`src/rtl/score_sequencer_pkg.sv`:
```
// Shared definitions for the pitch-scoring sequencer: state encoding and default widths.
package score_sequencer_pkg;

    localparam int unsigned FREQ_W_DEF  = 15;
    localparam int unsigned SCORE_W_DEF = 4;
    localparam int unsigned CNT_W_DEF   = 16;
    localparam int unsigned TIMEOUT_DEF = 1023;

    // A frequency sample of 0 Hz marks silence; such pairs are dropped, not scored.
    localparam int unsigned SILENCE_HZ  = 0;

    typedef enum logic [2:0] {
        ST_IDLE  = 3'd0,
        ST_POP   = 3'd1,
        ST_LATCH = 3'd2,
        ST_ISSUE = 3'd3,
        ST_WAIT  = 3'd4,
        ST_EMIT  = 3'd5
    } state_e;

endpackage : score_sequencer_pkg

```
`src/rtl/score_sequencer_sat_counter.sv`:
```
// Up-counter that sticks at all-ones instead of wrapping.
module sat_counter #(
    parameter int unsigned WIDTH = 16
) (
    input  logic             clk,
    input  logic             rst,
    input  logic             inc,
    output logic [WIDTH-1:0] q
);

    // Count one per inc cycle until the counter is full.
    always_ff @(posedge clk or posedge rst) begin
        if (rst) begin
            q <= '0;
        end else if (inc && (q != {WIDTH{1'b1}})) begin
            q <= q + WIDTH'(1);
        end
    end

endmodule : sat_counter

```
`src/rtl/score_sequencer.sv`:
```
// Sequences FIFO pairs through the comparison unit and forwards scores to the tally block.
module score_sequencer
    import score_sequencer_pkg::*;
#(
    parameter int unsigned FREQ_W  = FREQ_W_DEF,
    parameter int unsigned SCORE_W = SCORE_W_DEF,
    parameter int unsigned CNT_W   = CNT_W_DEF,
    parameter int unsigned TIMEOUT = TIMEOUT_DEF
) (
    input  logic               clk,
    input  logic               rst,
    input  logic               run,
    input  logic               song_empty,
    input  logic               ref_empty,
    input  logic [FREQ_W-1:0]  song_dout,
    input  logic [FREQ_W-1:0]  ref_dout,
    output logic               song_rd_en,
    output logic               ref_rd_en,
    output logic               cmp_start,
    output logic [FREQ_W-1:0]  cmp_sung,
    output logic [FREQ_W-1:0]  cmp_ref,
    input  logic               cmp_score_ready,
    input  logic [SCORE_W-1:0] cmp_score,
    output logic               tally_valid,
    output logic [SCORE_W-1:0] tally_score,
    output logic [CNT_W-1:0]   scored_count,
    output logic [CNT_W-1:0]   skipped_count,
    output logic               timeout_err,
    output logic               busy
);

    localparam int unsigned TMR_W = (TIMEOUT < 2) ? 1 : $clog2(TIMEOUT + 1);
    localparam logic [TMR_W-1:0] TMR_LAST = TMR_W'(TIMEOUT - 1);

    state_e              state_q;
    logic                rd_en_q;
    logic                cmp_start_q;
    logic                tally_valid_q;
    logic                timeout_q;
    logic                busy_q;
    logic [FREQ_W-1:0]   sung_q;
    logic [FREQ_W-1:0]   ref_q;
    logic [SCORE_W-1:0]  score_q;
    logic [TMR_W-1:0]    timer_q;

    logic                pair_silent;
    logic                skip_inc;
    logic                scored_inc;

    // Silence on either side drops the pair at LATCH.
    assign pair_silent = (song_dout == FREQ_W'(SILENCE_HZ)) || (ref_dout == FREQ_W'(SILENCE_HZ));
    assign skip_inc    = (state_q == ST_LATCH) && pair_silent;
    assign scored_inc  = (state_q == ST_EMIT);

    // Sequencer FSM with registered strobes, operands, score, timer and status.
    always_ff @(posedge clk or posedge rst) begin
        if (rst) begin
            state_q       <= ST_IDLE;
            rd_en_q       <= 1'b0;
            cmp_start_q   <= 1'b0;
            tally_valid_q <= 1'b0;
            timeout_q     <= 1'b0;
            busy_q        <= 1'b0;
            sung_q        <= '0;
            ref_q         <= '0;
            score_q       <= '0;
            timer_q       <= '0;
        end else begin
            rd_en_q       <= 1'b0;
            cmp_start_q   <= 1'b0;
            tally_valid_q <= 1'b0;
            unique case (state_q)
                ST_IDLE: begin
                    if (run && !song_empty && !ref_empty) begin
                        state_q <= ST_POP;
                        rd_en_q <= 1'b1;
                        busy_q  <= 1'b1;
                    end
                end
                ST_POP: begin
                    state_q <= ST_LATCH;
                end
                ST_LATCH: begin
                    sung_q <= song_dout;
                    ref_q  <= ref_dout;
                    if (pair_silent) begin
                        state_q <= ST_IDLE;
                        busy_q  <= 1'b0;
                    end else begin
                        state_q     <= ST_ISSUE;
                        cmp_start_q <= 1'b1;
                    end
                end
                ST_ISSUE: begin
                    timer_q <= '0;
                    state_q <= ST_WAIT;
                end
                ST_WAIT: begin
                    timer_q <= timer_q + TMR_W'(1);
                    if (cmp_score_ready) begin
                        score_q       <= cmp_score;
                        tally_valid_q <= 1'b1;
                        state_q       <= ST_EMIT;
                    end else if (timer_q == TMR_LAST) begin
                        timeout_q <= 1'b1;
                        state_q   <= ST_IDLE;
                        busy_q    <= 1'b0;
                    end
                end
                ST_EMIT: begin
                    state_q <= ST_IDLE;
                    busy_q  <= 1'b0;
                end
                default: begin
                    state_q <= ST_IDLE;
                    busy_q  <= 1'b0;
                end
            endcase
        end
    end

    sat_counter #(.WIDTH(CNT_W)) u_scored_cnt (
        .clk (clk),
        .rst (rst),
        .inc (scored_inc),
        .q   (scored_count)
    );

    sat_counter #(.WIDTH(CNT_W)) u_skipped_cnt (
        .clk (clk),
        .rst (rst),
        .inc (skip_inc),
        .q   (skipped_count)
    );

    assign song_rd_en  = rd_en_q;
    assign ref_rd_en   = rd_en_q;
    assign cmp_start   = cmp_start_q;
    assign cmp_sung    = sung_q;
    assign cmp_ref     = ref_q;
    assign tally_valid = tally_valid_q;
    assign tally_score = score_q;
    assign timeout_err = timeout_q;
    assign busy        = busy_q;

endmodule : score_sequencer
```
`config.mk`:
```
export PLATFORM = sky130hd
export DESIGN_NAME = score_sequencer
export DESIGN_NICKNAME = d
export VERILOG_FILES = /design/src/rtl/score_sequencer_pkg.sv /design/src/rtl/score_sequencer_sat_counter.sv /design/src/rtl/score_sequencer.sv
export SDC_FILE = /design/constraint.sdc
export NUM_CORES = 1
export LEC_CHECK = 0
export ABC_AREA = 1
export CORE_MARGIN = 4
export CORE_UTILIZATION = 49
export DETAILED_ROUTE_END_ITERATION = 10
export PLACE_DENSITY = 0.84
export SLEW_MARGIN = 10
export SYNTH_ARGS = -nofsm -noshare
export SYNTH_HDL_FRONTEND = slang
export SYNTH_SLANG_ARGS = --single-unit
```
`constraint.sdc`:
```
create_clock -name clk -period 3.5 [get_ports clk]
set_input_delay 0.7 -clock clk [delete_from_list [all_inputs] [get_ports clk]]
set_output_delay 0.7 -clock clk [all_outputs]
set_load 0.005 [all_outputs]
```
==> results of run 1 <==
## worst min-delay path, cell delays in order (launching register included)
cell and delay, ps:
sky130_fd_sc_hd__dfrtp_1 350, sky130_fd_sc_hd__nand2_1 50, sky130_fd_sc_hd__nand2_1 50
## cell usage in the layout, fill, tap and decap left out, types with 2 or more instances in the layout
cell,count
sky130_fd_sc_hd__nand2_1,222
sky130_fd_sc_hd__nand3_1,34
sky130_fd_sc_hd__clkinv_4,2
sky130_fd_sc_hd__dfrtp_1,84
sky130_fd_sc_hd__inv_2,2
sky130_fd_sc_hd__nor2_1,55
sky130_fd_sc_hd__inv_1,38
sky130_fd_sc_hd__nand4_1,5
sky130_fd_sc_hd__o21ai_1,11
sky130_fd_sc_hd__nor3_1,4
sky130_fd_sc_hd__xor2_1,5
sky130_fd_sc_hd__clkbuf_8,10
sky130_fd_sc_hd__o21ai_0,10
sky130_fd_sc_hd__nand3b_1,5
sky130_fd_sc_hd__clkdlybuf4s50_1,111
sky130_fd_sc_hd__a21oi_1,8
sky130_fd_sc_hd__ha_1,4
sky130_fd_sc_hd__a22oi_1,2
sky130_fd_sc_hd__clkinvlp_4,2
sky130_fd_sc_hd__xnor2_1,18
sky130_fd_sc_hd__clkinv_2,2
## power groups by stage
| stage | logic (W) | clock network (W) | registers (W) |
|---|---|---|---|
| detailed placement | 0.00117 | 0 | 0.00140 |
| finish | 0.00116 | 0.000626 | 0.00138 |
| floorplan | 0.000505 | 0 | 0.00140 |
| global route | 0.00130 | 0.000690 | 0.00142 |
| CTS | 0.00118 | 0.000645 | 0.00138 |
| global placement | 0.00113 | 0 | 0.00139 |
## per-layer routing
layer  share of wire  global-route usage  vias up
li1                -                   -     1884
met1            0.42               0.282     1823
met2            0.52               0.367      102
met3           0.047              0.0379       12
met4           0.014              0.0777        0
met5               0                   0        -
## per-stage QoR
stage               hold WS, ps   util  power, W
floorplan                   462      -   0.00190
global placement            456  0.650   0.00252
detailed placement          456  0.650   0.00257
CTS                         478  0.671   0.00321
global route                500  0.671   0.00341
finish                      477  0.671   0.00317
## registers in the layout, indices dropped and copies added (netlist names), 3 cells and up
register and count:
cmp_ref 15, cmp_sung 15, state_q 3, tally_score 4, timer_q 10, u_scored_cnt.q 16
u_skipped_cnt.q 16
## final timing paths
path	slack [ps]	cells after the start	to	startpoint
max reg2reg	1260	9	u_skipped_cnt.q[5]	u_skipped_cnt.q[0]
max in group asynchronous	2080	3	cmp_ref[0]	rst
min reg2reg	480	2	cmp_sung[5]	cmp_sung[5]
min in group asynchronous	740	2	u_skipped_cnt.q[1]	rst
max	1070	9	u_skipped_cnt.q[5]	song_dout[8]
min	480	2	cmp_sung[5]	cmp_sung[5]
## cell type report
class,count,share of cell area
flip-flops and latches,84,0.381
multi-input cells,394,0.328
repair buffers,113,0.206
inverters,41,0.0281
clock buffers,11,0.0256
well taps,105,0.0238
clock inverters,5,0.00680
## kinds of logic (layout without fill, tap and decap cells)
| logic type | after synthesis | in the layout | share of synthesized area |
|---|---|---|---|
| AOI/OAI and AO/OA | 35 | 35 | 0.0461 |
| adders and majority gates | 4 | 4 | 0.0121 |
| and+or+nand+nor | 331 | 331 | 0.329 |
| buffers and inverters | 53 | 170 | 0.0518 |
| xor gates and xnor gates | 23 | 23 | 0.0488 |
| DFF | 84 | 84 | 0.509 |
| muxes | 1 | 1 | 0.00243 |
==> out/results.md, run 1 <==
Floorplan
* 8220 um^2 — core box area
* 9950 um^2 — Die Area
* 33 — row count
* 0.502 — starting density of the core
* 99.8 um — Die X-Extent
* 99.8 um — vertical extent of the die
* 112 — IO Count

Global route
* 50 — largest net degree at the start of global routing
* 17500 um — first-pass GRT wire length
* 0 — initial antenna violation count
* 0.218 — global-route usage over all layers
* 3726 — vias in the first global route
* 0 — total congestion overflow

Place
* 735 ps — minimum setup slack after placement
* 7630 um — detailed-placement wirelength estimate
* 737 — Placed Cells incl. Taps
* 111 — buffers added on ports
* 5340 um^2 — DP Area
* 0.937 — final RePlAce weighted congestion

Power and ir drop
* 574 nW/um^2 — P per Cell Area
* 0.365 — combinational share of power
* 2.54 nW — Static Leakage
* 0.198 — clock share of power
* 0.437 — sequential fraction of design power
* 371 uV — worst-case vdd ir drop
* 0.00107 W — Sw Pwr
* 0.339 — Switching Fraction
* 0.00209 W — cell internal power dissipation

STA
* 0.567 — Worst slew margin
* 0.412 GHz — maximum operating frequency
* 14.9 ps — worst clock skew
* 0 — endpoints failing setup
* false — unrepaired setup endpoints after global routing
* 0.694 — fin crit share
* 2430 ps — Tmin final
* 649 ps — actual transition at the worst max-transition pin
* 0 — Final Hold Viols
* 0 — total count of max-transition violations in the final report
* 0 ps — total negative slack
* 1070 ps — min setup slack post-route

Worst setup path
* sky130_fd_sc_hd__nand2_1 — cell occurring most often along the worst timing path
* primary input to flop — Setup Crit Path Kind
* clkdlybuf4s50_1, nor2_1, nand2_1, nor2_1, nand2_1, nand2_1, nand2_1, nand2_1, o21ai_1 — crit path cell chain
* sky130_fd_sc_hd__nand2_1 — cell with the largest stage delay on the worst path
* primary input — startpoint types
* 510 ps — delay of the slowest critical-path stage
* 1 — CP Buf/Inv Count
* 2640 ps — worst path arrival time
* 20 — critical path peak fanout
* flop — type of element capturing the critical path
* simple AND/OR/NAND/NOR gates — category of cells accounting for the largest share of critical-path delay
* 3710 ps — critical path required time

Logic synthesis
* sky130_fd_sc_hd__dfrtp_1 — leading register cell type out of synthesis
* 84 — number of synthesized register bits
* 0.509 — Synth top area share
* sky130_fd_sc_hd__nand2_1 — cell with the most instances after synthesis
* 0 — number of warnings issued by yosys
* sky130_fd_sc_hd__nand2_1 (222), sky130_fd_sc_hd__dfrtp_1 (84), sky130_fd_sc_hd__nor2_1 (55) — Post-synth top cells
* sky130_fd_sc_hd__dfrtp_1 (51%), sky130_fd_sc_hd__nand2_1 (20%), sky130_fd_sc_hd__nor2_1 (5.0%) — biggest area contributors in the synthesized netlist
* sky130_fd_sc_hd__dfrtp_1 — most area-hungry cell type in the Yosys netlist
* 0 — EDFF count, synth
* 7.77 um^2 — synthesized area divided by synthesized cell count
* 575 — Synthesized Nets
* 531 — Mapped Cells
* 31 — number of library cell types mapped by synthesis
* 0.509 — share of synthesized area occupied by flip-flops and latches
* 4130 um^2 — cell area after synthesis
* 1.00 — proportion of register bits with asynchronous set or reset after synthesis

Clock network
* 0 — hold buffer count at cts
* 2 — maximum buffer depth of the clock tree
* 80 ps — Clk pin slew, worst setup/hold paths
* 0 — count of instances resized after the clock tree is built
* built — clock tree from TritonCTS
* 350 ps — clock network latency to the later pin of the worst-skew pair
* 3 — H-tree depth reported by CTS
* 0 — Post-CTS Repair Setup Buffers
* 84 — Sinks on Clock Net
* sky130_fd_sc_hd__clkbuf_8 — CTS Root Cell
* 9 — total clock buffers created by CTS

Cells and area
* 0.0417 — fraction of layout cells with a size suffix above 1
* 753 — non-filler instance count after layout
* 2100 um^2 — total area of sequential cells
* 0 — diodes inserted
* 671 — fill cell instance count of the final layout
* 687 — Total Nets Final
* 33.7% — area added between synthesis and finish
* 5520 um^2 — post-route standard cell area excluding fillers
* 1810 um^2 — multi-input combinational cell area

Hold path
* flop to flop — path category of the worst min-delay check

Drt
* 5 — number of search-and-repair iterations in the first detailed-routing pass
* 3821 — via count
* 13.6 um — post-DR wirelength/cell
* 0 — Antenna Violating Nets Remaining
* 193 — first-iteration detailed-routing DRC count
* 10300 um — final wirelength
* 0 — number of remaining DRC errors
* 5.07 — per-cell via count in the routed design

Run status
* complete, no violations — run status

Flow run
* 0 — maximum capacitance violations

Note: power is estimated with default switching activity, not from simulation.
==> run 2, diff against run 1 <==
- clock period: 3.5 -> 2.3 ns (I/O delays scaled with it)
==> run 2 against run 1 <==
Effect of this change:
- sequential power up 52%
- critical path type is now flop to flop
- global-route usage decreased by 1.0 points
- worst setup slack got worse by 860 ps
- cell count up 0.27%
- die area stayed put
- utilization up 0.62 points
- clock skew is 2.8 ps lower
- highest routed layer unchanged
- largest cell class unchanged
- worst hold slack lost 2.6 ps
- sequential share of layout area down 0.35 points
==> out/results.md, run 2 (synthesis gave the netlist of run 1 again) <==
Drt
* 158 — first-iteration detailed-routing DRC count
* 0 — number of remaining DRC errors
* 13.2 um — post-DR wirelength/cell
* 0 — Antenna Violating Nets Remaining
* 9930 um — final wirelength
* 5 — number of search-and-repair iterations in the first detailed-routing pass
* 5.04 — per-cell via count in the routed design
* 3803 — via count

Floorplan
* 0.502 — starting density of the core
* 8220 um^2 — core box area
* 112 — IO Count
* 99.8 um — vertical extent of the die
* 99.8 um — Die X-Extent
* 33 — row count
* 9950 um^2 — Die Area

STA
* 0.909 — fin crit share
* 0 — endpoints failing setup
* 0 — Final Hold Viols
* 2090 ps — Tmin final
* 0.593 — Worst slew margin
* 0.478 GHz — maximum operating frequency
* 0 ps — total negative slack
* 12.1 ps — worst clock skew
* 0 — total count of max-transition violations in the final report
* false — unrepaired setup endpoints after global routing
* 609 ps — actual transition at the worst max-transition pin
* 474 ps — minimum hold slack

Worst setup path
* u_skipped_cnt.q[15] — worst r2r dst
* ha_1, inv_1, nor2_1, nand3_1, nor2_1, nor2_4, nand2_1, nand2_1, o21ai_1 — crit path cell chain
* sky130_fd_sc_hd__nand2_1 — cell with the largest stage delay on the worst path
* 460 ps — delay of the slowest critical-path stage
* flop to flop — Setup Crit Path Kind
* 20 — critical path peak fanout
* 2290 ps — worst path arrival time
* u_skipped_cnt.q[0] — startpoint of the lowest-slack register-to-register path
* simple AND/OR/NAND/NOR gates — category of cells accounting for the largest share of critical-path delay
* 2500 ps — critical path required time
* 210 ps — r2r setup slk
* 9 — reg2reg path depth
* u_skipped_cnt.q[0] — startpoint of the most critical setup path
* 1 — CP Buf/Inv Count
* flop — startpoint types
* flop — type of element capturing the critical path

Flow run
* 0 — maximum capacitance violations

Place
* 5370 um^2 — DP Area
* 7390 um — detailed-placement wirelength estimate
* 0.848 — final RePlAce weighted congestion
* 111 — buffers added on ports

Cells and area
* 34.9% — area added between synthesis and finish
* 0 — diodes inserted
* u_scored_cnt.q x16, u_skipped_cnt.q x16 — largest registers
* 691 — Total Nets Final
* 0.0462 — fraction of layout cells with a size suffix above 1
* 5570 um^2 — post-route standard cell area excluding fillers
* sky130_fd_sc_hd__nand2_1 (222), sky130_fd_sc_hd__clkdlybuf4s50_1 (111), sky130_fd_sc_hd__dfrtp_1 (84) — most frequent cells in the layout
* sky130_fd_sc_hd__nand2_1 — most common cell after layout, fill and taps aside

Clock network
* 0 — Post-CTS Repair Setup Buffers
* 0 — count of instances resized after the clock tree is built
* 3 — H-tree depth reported by CTS
* 9 — total clock buffers created by CTS
* 340 ps — clock network latency to the later pin of the worst-skew pair
* 84 — Sinks on Clock Net
* 80 ps — Clk pin slew, worst setup/hold paths
* sky130_fd_sc_hd__clkbuf_8 — CTS Root Cell
* 0 — hold buffer count at cts
* 2 — maximum buffer depth of the clock tree
* built — clock tree from TritonCTS

Power and ir drop
* 0.00492 W — overall power
* 0.357 — combinational share of power
* 0.00333 W — cell internal power dissipation
* 2.57 nW — Static Leakage
* 0.00159 W — Sw Pwr
* 883 nW/um^2 — P per Cell Area
* 0.215 — clock share of power
* 547 uV — worst-case vdd ir drop
* 0.428 — sequential fraction of design power
* 0.323 — Switching Fraction

Hold path
* flop to flop — path category of the worst min-delay check
* cmp_sung[2] — capture endpoint of the worst hold path
* cmp_sung[2] — start point of the worst hold path
* 2 — count of cells along the worst hold path

Global route
* 16900 um — first-pass GRT wire length
* 85 — largest net degree at the start of global routing
* 0 — total congestion overflow
* 0.208 — global-route usage over all layers
* 0 — initial antenna violation count
* 3692 — vias in the first global route

Run status
* complete, no violations — run status

[run 2: changes by cell type in the layout (fill, tap and decap cells not counted), sizes merged]
| cell | delta |
|---|---|
| buf | +4 |
| inv | +1 |
| clkinv | -4 |
| bufinv | +1 |
[run 2: power by group through the flow]
stage | Combinational [W] | Sequential (W) | Clock [W]
floorplan | 0.000768 | 0.00213 | 0
global placement | 0.00173 | 0.00211 | 0
detailed placement | 0.00178 | 0.00213 | 0
CTS | 0.00179 | 0.00210 | 0.00109
global route | 0.00198 | 0.00215 | 0.00115
finish | 0.00176 | 0.00210 | 0.00106
[run 2: how the worst max path moves through the flow]
stage               cells after the start                   to
floorplan                               9    u_scored_cnt.q[7]
CTS                                     9  u_skipped_cnt.q[15]
detailed placement                      9  u_skipped_cnt.q[15]
global placement                        9  u_skipped_cnt.q[15]
finish                                  9  u_skipped_cnt.q[15]
global route                            9   u_skipped_cnt.q[7]
[run 2: worst reg2reg max path: stages, from the launching register on]
cell and delay (ps):
sky130_fd_sc_hd__dfrtp_1 420, sky130_fd_sc_hd__ha_1 260, sky130_fd_sc_hd__inv_1 80, sky130_fd_sc_hd__nor2_1 60, sky130_fd_sc_hd__nand3_1 80, sky130_fd_sc_hd__nor2_1 60, sky130_fd_sc_hd__nor2_4 270, sky130_fd_sc_hd__nand2_1 460
sky130_fd_sc_hd__nand2_1 170, sky130_fd_sc_hd__o21ai_1 80
[run 2: per-layer routing]
layer  vias to the layer above  track usage  wire length, um
met5                         -            0                0
met4                         0       0.0819              247
met3                        20       0.0224              465
met2                       106        0.351             4900
met1                      1776        0.273             4310
li1                       1901            -                -
[run 2: metrics by stage]
stage | instances | utilization | setup WS, ps
floorplan | 531 | - | 658
global placement | 741 | 0.654 | 237
detailed placement | 741 | 0.654 | 167
CTS | 755 | 0.678 | 249
global route | 755 | 0.678 | 4.76
finish | 755 | 0.678 | 210
[run 2: cell type report]
type	count	area, um^2
timing repair buffer	117	1170
clock inverter	3	46.3
multi-input combinational	394	1810
fill	686	2650
sequential	84	2100
tap	105	131
inverter	41	158
clock buffer	11	151
==> RTL change 1 (flow settings as in run 2) <==
Encoding of `state_e`: now one-hot (6 bits for 6 states).
--- a/src/rtl/score_sequencer_pkg.sv
+++ b/src/rtl/score_sequencer_pkg.sv
@@ -10,11 +10,11 @@
     localparam int unsigned SILENCE_HZ  = 0;
 
-    typedef enum logic [2:0] {
-        ST_IDLE  = 3'd0,
-        ST_POP   = 3'd1,
-        ST_LATCH = 3'd2,
-        ST_ISSUE = 3'd3,
-        ST_WAIT  = 3'd4,
-        ST_EMIT  = 3'd5
+    typedef enum logic [5:0] {
+        ST_IDLE  = 6'b000001,
+        ST_POP   = 6'b000010,
+        ST_LATCH = 6'b000100,
+        ST_ISSUE = 6'b001000,
+        ST_WAIT  = 6'b010000,
+        ST_EMIT  = 6'b100000
     } state_e;
 
Function: same outputs for any inputs over 10 cycles, from zero or initial values and one cycle with rst high; not proved beyond that.
==> RTL change 1 against run 2 <==
  * Sequential cell count increased by 3
  * Area after synthesis increased by 7.8%
  * Routed wire length increased by 6.7%
  * Utilization decreased by 0.70 points
  * Design area increased by 5.6%
  * Total power decreased by 18%
  * Highest routed layer unchanged
  * Maximum frequency increased by 9.6%
  * Setup slack improved by 0.18 ns
  * Clock skew increased by 0.0041 ns
==> RTL change 1: results (changes against run 2) <==
- Synthesized Nets: 595 (+3.5%)
- Clock Skews: 0.01617 ns (+0.004054 ns)
- Clk cell area share: 3.726% (+0.18 points)
- GRT Util Overall: 20.39% (-0.37 points)
- Largest net degree at the start of global routing: 41 (-52%)
- Vias in the first global route: 3780 (+2.4%)
- First-pass GRT wire length: 17300 um (+2.5%)
- Synth area leaders: dfrtp_1 (48%), nand2_1 (17%), inv_1 (5.1%), nor2_1 (4.5%), nand3_1 (4.0%)
- Slowest-stage cell, CP: dfrtp_1
- P per Cell Area: 690.1 nW/um2 (-22%)
- Netlist cell types: 38 (+23%)
- Clk slew on worst S/H paths: 0.09 ns
- Status: complete, no violations
- Fin area: 5877 um2 (+5.6%)
- Worst R2R End: u_scored_cnt.q[10]
- Post-Route WL: 10600 um (+6.7%)
- Critical path peak fanout: 19 (-5.0%)
- Inverters: 62 (+51%)
- Nets: 710 (+2.7%)
- Dpl cell area: 5658 um2 (+5.4%)
- Leak: 2.713 nW (+5.7%)
- DP Wirelength: 8132 um (+10%)
- Filler cells: 735 (+7.1%)
- Initial drt markers: 147 (-7.0%)
- Signal buf overhead: 19.84% (-1.1 points)
- Ant diodes: 0 (unchanged)
- VDD IR max: 0.0004277 V (-22%)
- Synth Area in Compound Gates: 6.552% (+1.9 points)
- DR WL/cell: 13.61 um (+3.5%)
- Nonclk buf count: 115 (-1.7%)
- Adder-cell share of the synthesized area: 1.125% (-0.088 points)
- Slew @ Worst Pin: 0.6139 ns (+0.004453 ns)
- Sw Share: 26.70% (-5.6 points)
- Gate power share: 24.0% (-12 points)
- Share of cells above drive strength 1: 9.240% (+4.6 points)
- Hold slack: 0.4790 ns (+0.004603 ns)
- Multi-input comb cells: 391 (-0.76%)
- Row count: 34 (+3.0%)
- Top cells by count, synth: nand2_1 (200), dfrtp_1 (86), inv_1 (60), nor2_1 (53), nand3_1 (36)
- Placer Congestion: 0.8646 (+2.0%)
- Place WS: 0.1712 ns (+0.003840 ns)
- Placed insts: 763 (+3.0%)
- Critical Path Start: u_scored_cnt.q[0]
- Multi-input gate area: 1939 um2 (+7.1%)
- DRT Pass-1 Iters: 4 (-1)
- DR vias: 3965 (+4.3%)
- Syn Inst Count: 551 (+3.8%)
- Worst-case reg-to-reg path depth: 8 (-1)
- Crit-path leading delay family: simple AND/OR/NAND/NOR gates
- Crit path largest cell delay: 0.43 ns (-0.03 ns)
- Register area: 2178 um2 (+3.6%)
- Clock group total power: 1.17 mW (+10%)
- Post-Synth XOR/XNOR Area: 4.331% (-0.55 points)
- Critical path arrival: 2.14 ns (-0.15 ns)
- Htree depth: 3 (unchanged)
- Clock buffer count: 9 (-2)
- Mux contribution to synthesized area: 0% (-0.24 points)
- Sequential area share after synthesis: 48.96% (-2.0 points)
- Reg2reg setup slack: 0.39 ns (+0.18 ns)
RTL change 1: cell count changes after synthesis, sizes merged, moves of 2 or more:
cell    delta
inv       +21
nand2     -20
o21ai     +12
nand3      +8
nor2       +5
xnor2      -5
xor2       +4
nand3b     -3
a21oi      -2
a22oi      -2
clkbuf     -2
dfrtp      +2
nor3       -2
RTL change 1: routing by layer:
metal	vias to the layer above	global-route usage, %	routed length [um]
met1	1859	25.22	4295
met3	23	3.152	665
met5	-	0	0
met2	134	36.11	5401
li1	1949	-	-
met4	0	7.371	237
RTL change 1: worst min-delay path by stage:
stage,startpoint,to,cells past startpoint
global route,busy,busy,2
floorplan,timer_q[6],timer_q[6],1
global placement,cmp_ref[1],cmp_ref[1],2
detailed placement,cmp_sung[3],cmp_sung[3],2
finish,cmp_ref[0],cmp_ref[0],2
CTS,cmp_ref[13],cmp_ref[13],2
RTL change 1: tightest hold or removal path, stage by stage, from the launching register on:
cell and delay, ns:
dfrtp_1 0.35, nand2_1 0.05, nand2_1 0.05
==> RTL change 2 (settings of run 2) <==
Without the edit above. The package constant `SCORE_W_DEF` goes from 4 to 5.
--- a/src/rtl/score_sequencer_pkg.sv
+++ b/src/rtl/score_sequencer_pkg.sv
@@ -3,5 +3,5 @@
 
     localparam int unsigned FREQ_W_DEF  = 15;
-    localparam int unsigned SCORE_W_DEF = 4;
+    localparam int unsigned SCORE_W_DEF = 5;
     localparam int unsigned CNT_W_DEF   = 16;
     localparam int unsigned TIMEOUT_DEF = 1023;
Interface: changed (resized cmp_score and tally_score); port bits go from 112 to 114. No check against the original RTL was run, so the function may have changed too.
==> RTL change 2 against run 2 <==
  * Clock skew shrank 0.00051 ns
  * Hold slack worse by 0.0029 ns
  * Design area up 2.5%
  * Count of clock-buffer cells in the layout up 2
  * Largest cell class unchanged
  * Total power rose by 2.6%
  * Setup slack better by 0.16 ns
  * Routed wire length grew 1.8%
  * Area after synthesis increased by 2.8%
  * Sequential cell count rose by 1
  * Critical path type unchanged
  * Highest routed layer unchanged
  * Via count is 0.47% higher
==> RTL change 2: results (changes against run 2) <==
- Avg Cell Area, Syn: 7.884 um2 (+1.5%)
- Placed insts: 749 (+1.1%)
- Synth async-reset ratio: 100.0% (unchanged)
- Critical Path Start: u_scored_cnt.q[0]
- Worst slew margin: 65.31% (+6.0 points)
- Dpl cell area: 5490 um2 (+2.2%)
- Vias in the first global route: 3709 (+0.46%)
- PortBufs: 113 (+1.8%)
- Critical path peak fanout: 19 (-5.0%)
- Initial antenna violation count: 0 (unchanged)
- Largest net degree at the start of global routing: 37 (-56%)
- DP Wirelength: 7678 um (+3.9%)
- Leak: 2.525 nW (-1.6%)
- VDD IR max: 0.0005839 V (+6.8%)
- Critical path arrival: 2.16 ns (-0.13 ns)
- Top cells by count, synth: nand2_1 (212), dfrtp_1 (85), nor2_1 (54), inv_1 (51), o21ai_0 (30)
- Sequential area share after synthesis: 50.15% (-0.79 points)
- Netlist cell types: 30 (-3.2%)
- Synth area leaders: dfrtp_1 (50%), nand2_1 (19%), nor2_1 (4.8%), inv_1 (4.5%), o21ai_0 (3.5%)
- Final period util: 84.03% (-6.9 points)
- Clk_lat worst skew: 0.34 ns (about the same)
- Synthesized Nets: 583 (+1.4%)
- Initial drt markers: 135 (-15%)
- Filler cells: 685 (-0.15%)
- Clock Skews: 0.01161 ns (-0.0005053 ns)
- First-pass GRT wire length: 16880 um (about the same)
- Worst-case reg-to-reg path depth: 8 (-1)
- Total CTS buffers: 9 (unchanged)
- Place WS: 0.2929 ns (+0.1256 ns)
- Sw Share: 31.85% (-0.47 points)
- Setup crit end: u_scored_cnt.q[11]
- Status: complete, no violations
- Post-CTS Repair Setup Buffers: 0 (unchanged)
- DR WL/cell: 13.21 um (+0.47%)
- DRT Pass-1 Iters: 4 (-1)
- Final core utilization: 68.78% (+1.0 points)
- Reg2reg setup slack: 0.37 ns (+0.16 ns)
- Post-Route WL: 10110 um (+1.8%)
- Placer Congestion: 0.8583 (+1.2%)
## RTL change 2: cells by family after synthesis
| kind of cell | synth area share (%) |
|---|---|
| AOI/OAI and AO/OA | 6.549 |
| xor gates and xnor gates | 4.956 |
| adders and majority gates | 1.180 |
| and+or+nand+nor | 30.38 |
| DFF | 50.15 |
| buffers and inverters | 6.784 |
## RTL change 2: routing by layer
layer  vias up  GRT usage [%]  wire (um)
met5         -              0          0
li1       1909              -          -
met1      1792          25.44       4227
met3        15          4.498        602
met2       105          35.26       5102
met4         0          7.055        176
## RTL change 2: how the worst min path moves through the flow
stage	startpoint	end	slack (ns)	cells after the start
detailed placement	timeout_err	timeout_err	0.46	1
global placement	cmp_ref[8]	cmp_ref[8]	0.45	2
floorplan	timer_q[9]	timer_q[9]	0.46	1
CTS	timeout_err	timeout_err	0.47	1
finish	timeout_err	timeout_err	0.47	1
global route	timeout_err	timeout_err	0.49	1
## RTL change 2: worst max-delay path, stage by stage (launching register included)
cell	delay, ns
dfrtp_1	0.44
ha_1	0.33
nand3_2	0.15
nor3_4	0.20
nand3b_1	0.14
nand2_2	0.24
inv_4	0.15
nand2_1	0.09
o21ai_0	0.08
## RTL change 2: area by class of cell
cell class / count / share of cell area, %
flip-flops and latches: 85 / 37.26
clock buffers: 13 / 2.609
multi-input cells: 388 / 32.11
clock inverters: 3 / 1.206
inverters: 53 / 3.595
well taps: 105 / 2.302
repair buffers: 118 / 20.91
## RTL change 2: power groups by stage
stage / logic, mW / clock network [mW] / registers, mW
after CTS: 1.79 / 1.19 / 2.14
after global placement: 1.72 / 0 / 2.13
after floorplan: 0.746 / 0 / 2.15
after detailed placement: 1.78 / 0 / 2.15
final: 1.75 / 1.15 / 2.14
after global routing: 1.96 / 1.26 / 2.19
